[src/rtl/decoder.sv]
// rtl/decoder.sv - two-stage SECDED Hamming(16,11) decoder with saturating error counters
module decoder #(
    parameter int CNT_W = 8
) (
    input  logic             clk,
    input  logic             rst_n,
    input  logic             en,
    input  logic             req,
    input  logic [15:0]      data_in,
    input  logic             cnt_clr,
    output logic             ack,
    output logic [7:0]       data_out,
    output logic             err_corr,
    output logic             err_uncorr,
    output logic [3:0]       syndrome,
    output logic [CNT_W-1:0] corr_cnt,
    output logic [CNT_W-1:0] uncorr_cnt
);

    // Stage 1 registers: captured codeword with its syndrome and overall parity
    logic        s1_valid_q;
    logic [15:0] s1_cw_q;
    logic [3:0]  s1_syn_q;
    logic        s1_par_q;

    // Stage 2 registers drive the outputs directly
    logic        ack_q;
    logic [7:0]  data_q;
    logic        err_corr_q;
    logic        err_uncorr_q;
    logic [3:0]  syn_q;

    logic [CNT_W-1:0] corr_cnt_q,   corr_cnt_d;
    logic [CNT_W-1:0] uncorr_cnt_q, uncorr_cnt_d;

    logic        accept;
    logic [3:0]  syn_d;
    logic        par_d;

    logic [15:0] cw_fix;
    logic [10:0] d_fix;
    logic        flip;
    logic        dbl_err;
    logic        high_set;
    logic [7:0]  data_d;
    logic        err_corr_d;
    logic        err_uncorr_d;

    assign accept = en & req;

    // Syndrome is the XOR of the indices of all set bits in positions 1..15
    always_comb begin
        syn_d = 4'h0;
        par_d = ^data_in;
        for (int i = 1; i < 16; i++) begin
            if (data_in[i]) begin
                syn_d = syn_d ^ 4'(i);
            end
        end
    end

    // Stage 1: capture codeword on acceptance; valid drops when nothing is accepted
    always_ff @(posedge clk or negedge rst_n) begin
        if (!rst_n) begin
            s1_valid_q <= 1'b0;
            s1_cw_q    <= 16'h0000;
            s1_syn_q   <= 4'h0;
            s1_par_q   <= 1'b0;
        end else begin
            s1_valid_q <= accept;
            if (accept) begin
                s1_cw_q  <= data_in;
                s1_syn_q <= syn_d;
                s1_par_q <= par_d;
            end
        end
    end

    // Correction and classification of the stage-1 beat
    always_comb begin
        flip         = (s1_syn_q != 4'h0) && s1_par_q;
        dbl_err      = (s1_syn_q != 4'h0) && !s1_par_q;
        cw_fix       = s1_cw_q;
        if (flip) begin
            cw_fix = s1_cw_q ^ (16'h0001 << s1_syn_q);
        end
        d_fix        = {cw_fix[15:9], cw_fix[7:5], cw_fix[3]};
        high_set     = (d_fix[10:8] != 3'b000);
        data_d       = d_fix[7:0];
        err_uncorr_d = dbl_err || high_set;
        err_corr_d   = s1_par_q && !high_set;
    end

    // Stage 2: register results; flags and syndrome are zero outside ack, data holds
    always_ff @(posedge clk or negedge rst_n) begin
        if (!rst_n) begin
            ack_q        <= 1'b0;
            data_q       <= 8'h00;
            err_corr_q   <= 1'b0;
            err_uncorr_q <= 1'b0;
            syn_q        <= 4'h0;
        end else begin
            ack_q <= s1_valid_q;
            if (s1_valid_q) begin
                data_q       <= data_d;
                err_corr_q   <= err_corr_d;
                err_uncorr_q <= err_uncorr_d;
                syn_q        <= s1_syn_q;
            end else begin
                err_corr_q   <= 1'b0;
                err_uncorr_q <= 1'b0;
                syn_q        <= 4'h0;
            end
        end
    end

    // Counter next-state: clear wins, otherwise saturating increment on flagged ack
    always_comb begin
        corr_cnt_d   = corr_cnt_q;
        uncorr_cnt_d = uncorr_cnt_q;
        if (cnt_clr) begin
            corr_cnt_d   = '0;
            uncorr_cnt_d = '0;
        end else begin
            if (ack_q && err_corr_q && (corr_cnt_q != {CNT_W{1'b1}})) begin
                corr_cnt_d = corr_cnt_q + 1'b1;
            end
            if (ack_q && err_uncorr_q && (uncorr_cnt_q != {CNT_W{1'b1}})) begin
                uncorr_cnt_d = uncorr_cnt_q + 1'b1;
            end
        end
    end

    // Counter registers
    always_ff @(posedge clk or negedge rst_n) begin
        if (!rst_n) begin
            corr_cnt_q   <= '0;
            uncorr_cnt_q <= '0;
        end else begin
            corr_cnt_q   <= corr_cnt_d;
            uncorr_cnt_q <= uncorr_cnt_d;
        end
    end

    assign ack        = ack_q;
    assign data_out   = data_q;
    assign err_corr   = err_corr_q;
    assign err_uncorr = err_uncorr_q;
    assign syndrome   = syn_q;
    assign corr_cnt   = corr_cnt_q;
    assign uncorr_cnt = uncorr_cnt_q;

endmodule

[config.mk]
export PLATFORM = sky130hd
export DESIGN_NAME = decoder
export DESIGN_NICKNAME = d
export VERILOG_FILES = /design/src/rtl/decoder.sv
export SDC_FILE = /design/constraint.sdc
export NUM_CORES = 1
export LEC_CHECK = 0
export BUFFER_PORTS_ARGS = -buffer_cell sky130_fd_sc_hd__clkbuf_2
export CAP_MARGIN = 20
export CELL_PAD_IN_SITES_DETAIL_PLACEMENT = 0
export CELL_PAD_IN_SITES_GLOBAL_PLACEMENT = 1
export CORE_MARGIN = 1
export CORE_UTILIZATION = 40
export CTS_BUF_LIST = sky130_fd_sc_hd__clkbuf_4
export CTS_CLUSTER_DIAMETER = 200
export DETAILED_ROUTE_END_ITERATION = 10
export MAX_ROUTING_LAYER = met4
export PLACE_DENSITY_LB_ADDON = 0.25
export SLEW_MARGIN = 0
export SYNTH_ARGS = -nofsm -noshare
export SYNTH_HDL_FRONTEND = slang
export SYNTH_SLANG_ARGS = --single-unit
[constraint.sdc]
create_clock -name clk -period 1.67 [get_ports clk]
set_input_delay 0.4175 -clock clk [delete_from_list [all_inputs] [get_ports clk]]
set_output_delay 0.4175 -clock clk [all_outputs]
set_load 0.01 [all_outputs]
# [Word level (Yosys, flattened, before mapping)]
# Cells that the tools add are included.
[totals] register_bits=53 input_bits=21 out_inout_bits=31 wordCells=70
[op_classes] n_addsub=2 n_eq_ne=2 shifts=1 n_mux=23 bitwise=16 reduce_logical=15
[ops] op="$mux 4" n=9
[ops] op="$mux 8" n=4
[ops] op="$add 8x1->8 const B" n=2
[ops] op="$mux 16" n=1
[ops] op="$ne 8x8->1 const B" n=2
[ops] op="$reduce_xor 16->1" n=1
[ops] op="$shl 1x4->16 const A" n=1
[ops] op="$xor 16x16->16" n=1
[ops] op="$mux 3" n=4
[ops] op="$not 2->2" n=6
[ops] op="$not 3->3" n=4
[ops] op="$logic_and 1x1->1" n=7
[ops] op="$mux 2" n=2
[ops] op="$not 4->4" n=1
[ops] op="$reduce_bool 2->1" n=2
[ops] op="$reduce_bool 4->1" n=1
[ops] op="$mux 1" n=3
[ops] op="$not 1->1 const A" n=3
[ops] op="$reduce_bool 3->1" n=1
[ops] op="$logic_not 1->1" n=2
[ops] op="$and 1x1->1" n=1
[ops] op="$logic_or 1x1->1" n=1

# [Logic depth before layout (Yosys ltp)]
[depth] depth_word=26 mapped_depth=6 mapped_depth_nobuf=6

# [Least setup slack after synthesis]
# OpenSTA, ideal clock, no wires.
[synth_timing] kind="register -> register" start="reg uncorr_cnt_q[0] (netlist: uncorr_cnt[0])" end="reg uncorr_cnt_q[2] (netlist: uncorr_cnt[2])" setup_ns=0.132 arrival_time_ns=1.360 required_time_ns=1.538 slack_ns=0.178 stages_incl_launch_ff=7 n_path_buf=0 synth_period_minus_slack_ns=1.492 cell_sequence="dfrtp_1 -> ha_1 -> nand3_1 -> o311a_1 -> nand2_1 -> xnor2_1 -> nor2_1"
[synth_between] elab_chain_cells=3 elab_cells_between_ends=6 cone_classes="1 x add/sub; 1 x eq/ne; 2 x mux; 2 x reduce/logical"
[synth_lines] item="start, declared" line="34" text="logic [CNT_W-1:0] uncorr_cnt_q, uncorr_cnt_d;"
[synth_lines] item="start signal, assigned" line="141" text="uncorr_cnt_q <= uncorr_cnt_d;"
[synth_lines] item="$add 8x1->8 or $ne 8x8->1 (tied branches)" line="129, 128"
[synth_lines] item="$mux 8 or $logic_and 1x1->1 (tied branches)" line="128" text="if (ack_q && err_uncorr_q && (uncorr_cnt_q != {CNT_W{1'b1}})) begin"
[synth_lines] item="$mux 8 or $reduce_bool 2->1 (tied branches)"
# Parallel ways exist; a longest one is shown, timed or not. The select of a mux whose other input is x is not followed.
# A chain may end at the register's enable or synchronous reset.

# [Worst setup path in the final report]
# Same ends and word-level chain as after synthesis.

==> flow_summary.toml <==
[finish]
area_growth_pct = 20.7
finalNetCount = 307
n_antenna_cell = 0
drive_gt1_share_pct = 28.8
fillers = 533

[logic_synthesis]
syn_area_mm2 = 0.00241
synth_cell_types = 36
synth_top_flop_cell = "dfrtp_1"
synth.most_common_cell = "dfrtp_1"
synth_warnings = 0
synth-edff-count = 0
synth_top_area_share_pct = 49.9
synth.avg_cell_area_um2 = 10.5
netlist_top_cells_count = "dfrtp_1 (48), nor2_1 (33), xnor2_1 (29)"
synth_compound_area_share_pct = 7.07
synth-adder-area-share_pct = 1.04
yosys.area_share.simple_pct = 15.8
yosysSeqAreaShare_pct = 49.9
yosysTopAreaCell = "dfrtp_1"
netlist_instances = 229
ys_ff_latch = 48
synth_area_leaders = "dfrtp_1 (50%), xnor2_1 (11%), nor2_1 (5.1%)"
synth_nets = 252
synthXorXnorAreaFrac_pct = 17.3
synth_mux_area_share_pct = 6.81
synth_top_family_by_area = "XOR/XNOR gates"
synthArstFlopShare_pct = 100

[clock_network]
numCtsBuffers = 5
cts_num_sinks = 48
cts_setup_buffers = 0
clk_latency_ps = 360
h-tree-depth = 2
clkTransAtPathRegs_ps = 140
cts_tree = "built"
clockBufferDepth = 2
cts_root_buffer = "clkbuf_4"

[detailed_routing]
first_iter_violations = 52
wirelength_um = 4720
antenna_left = 0
routedWlPerCell_um = 13.2
drc_errors = 0
vias = 1770
drt_pass1_iterations = 4
vias_per_cell = 4.96

[sta]
fin_skew_ps = 8.35
relSlewSlack_pct = 57.1
setup_ws_ps = 132
fmax_ghz = 0.650
finalCritPeriodShare_pct = 92.1
fin_crit_ps = 1540
max_slew.worst_pin.slew_ps = 643
maxSlewViolCount = 0
fin_setup_tns_ps = 0
setup_viol_count_final = 0
hold_violations = 0

[power]
ir_drop_uv = 431
p_leak_uw = 0.00132
p_total_uw = 3060
power_density_mw_per_mm2 = 1050

[die]
die_area_mm2 = 0.00633
core_area_mm2 = 0.00564
io_pins = 52
dieWidth_um = 79.6
die_h_um = 79.6
num_rows = 27
initial_core_util_pct = 42.7

[worst_setup_path]
startpoint_type = "flop"
arrival_ps = 1800
end_kind = "flop"
crit_fanout = 5
r2r-start = "uncorr_cnt[0]$_DFFE_PN0P_"
crit_required_ps = 1930
worstSetupPathType = "reg2reg"
reg2reg_depth = 6
r2r_end = "uncorr_cnt[2]$_DFFE_PN0P_"
cp-startpoint = "uncorr_cnt[0]$_DFFE_PN0P_"
r2r_slack_ps = 130

[global_route]
grt_max_degree = 32
grt_pass1_wl_um = 8310
first_global_vias = 1745
overflow = 0
grtUsageTotal_pct = 17.6
antenna_found_initial = 0

[place]
portBuffers = 51
dp.final_hpwl_um = 3590
post-place-ws_ps = 118
place.gp.congestion = 0.793

[hold_path]
holdCritStartpoint = "data_in[10]"
holdPathEnd = "s1_cw_q[10]$_DFFE_PN0P_"
hold_class = "in2reg"
hold_depth = 2

[status]
status = "completed"

[flow_run]
cap_viol_max_count = 0
-- metal layers --
metal  up-vias  part of all wire (%)  global-route usage, %
met3         7                   4.0                   3.09
met2        46                    48                   28.1
met1       828                    47                   22.4
met4         0                   1.3                   6.00
met5         -                     0                      -
li1        889                     -                      -
-- registers in the layout (all words and copies together), names as in the netlist --
signal / count
s1_par_q: 1
corr_cnt: 8
err_uncorr: 1
ack: 1
data_out: 8
syndrome: 4
s1_syn_q: 4
s1_valid_q: 1
err_corr: 1
uncorr_cnt: 8
s1_cw_q: 11
-- metrics by stage --
step	instances	cell area, µm²	util, %	hold WS, ps
2_1_floorplan	229	2410	-	122
3_3_place_gp	348	2770	49.0	409
3_5_place_dp	348	2770	49.0	404
4_1_cts	357	2900	51.5	299
5_1_grt	357	2910	51.5	307
6_report	357	2910	51.5	318
-- cell type report --
cell class	instances	area (µm²)	share of cell area (%)
Clock buffer	5	37.5	1.29
Clock inverter	3	90.1	3.10
Inverter	4	15.0	0.517
Multi-Input combinational cell	168	1160	39.8
Sequential cell	48	1200	41.3
Tap cell	72	90.1	3.10
Timing Repair Buffer	57	315	10.8
-- cells by family after synthesis --
| group | count (synthesis) |
|---|---|
| AND/OR/NAND/NOR | 80 |
| flip-flops | 48 |
| XOR/XNOR | 44 |
| AO/OA/AOI/OAI | 27 |
| multiplexers | 15 |
| buffers and inverters | 13 |
| adder cells (fa/ha/maj) | 2 |
-- worst max-delay path: stages, from the launching register on --
cell     delay, ps
dfrtp_1        430
ha_2           240
nand3_1        130
o311a_1        370
nand2_1        100
xnor2_1        110
nor2_1          50
-- what timing repair did --
action	CTS	global route
setup endpoints to repair	0	2
hold buffers	1	0
hold endpoints to repair	17	0
gates resized for setup	0	1
-- cell usage in the layout, fill, tap and decap left out, types with 5 or more instances in the layout --
| cell | Yosys | routed |
|---|---|---|
| xor2_1 | 11 | 11 |
| nor2_1 | 33 | 33 |
| clkbuf_2 | 0 | 51 |
| nand3_1 | 6 | 6 |
| clkbuf_4 | 0 | 5 |
| dfrtp_1 | 48 | 48 |
| a21oi_1 | 12 | 12 |
| and2_1 | 5 | 5 |
| nand4_1 | 5 | 5 |
| nand2_1 | 15 | 15 |
| xnor2_1 | 29 | 29 |
| mux2_2 | 11 | 11 |
-- how the worst max path moves through the flow --
stage	end	depth (start not counted)
floorplan	uncorr_cnt[2]$_DFFE_PN0P_	6
global placement	s1_par_q$_DFFE_PN0P_	6
detailed placement	uncorr_cnt[2]$_DFFE_PN0P_	6
CTS	uncorr_cnt[2]$_DFFE_PN0P_	6
global route	uncorr_cnt[2]$_DFFE_PN0P_	6
finish	uncorr_cnt[2]$_DFFE_PN0P_	6
-- power breakdown --
group | leakage (µW) | switching, µW | total, µW | internal [µW]
Sequential | 0.000610 | 158 | 1460 | 1300
Clock | 0.0000654 | 370 | 986 | 617
Combinational | 0.000640 | 305 | 613 | 307
Total | 0.00132 | 833 | 3060 | 2220
No activity file was read; power rests on OpenSTA's default activity.
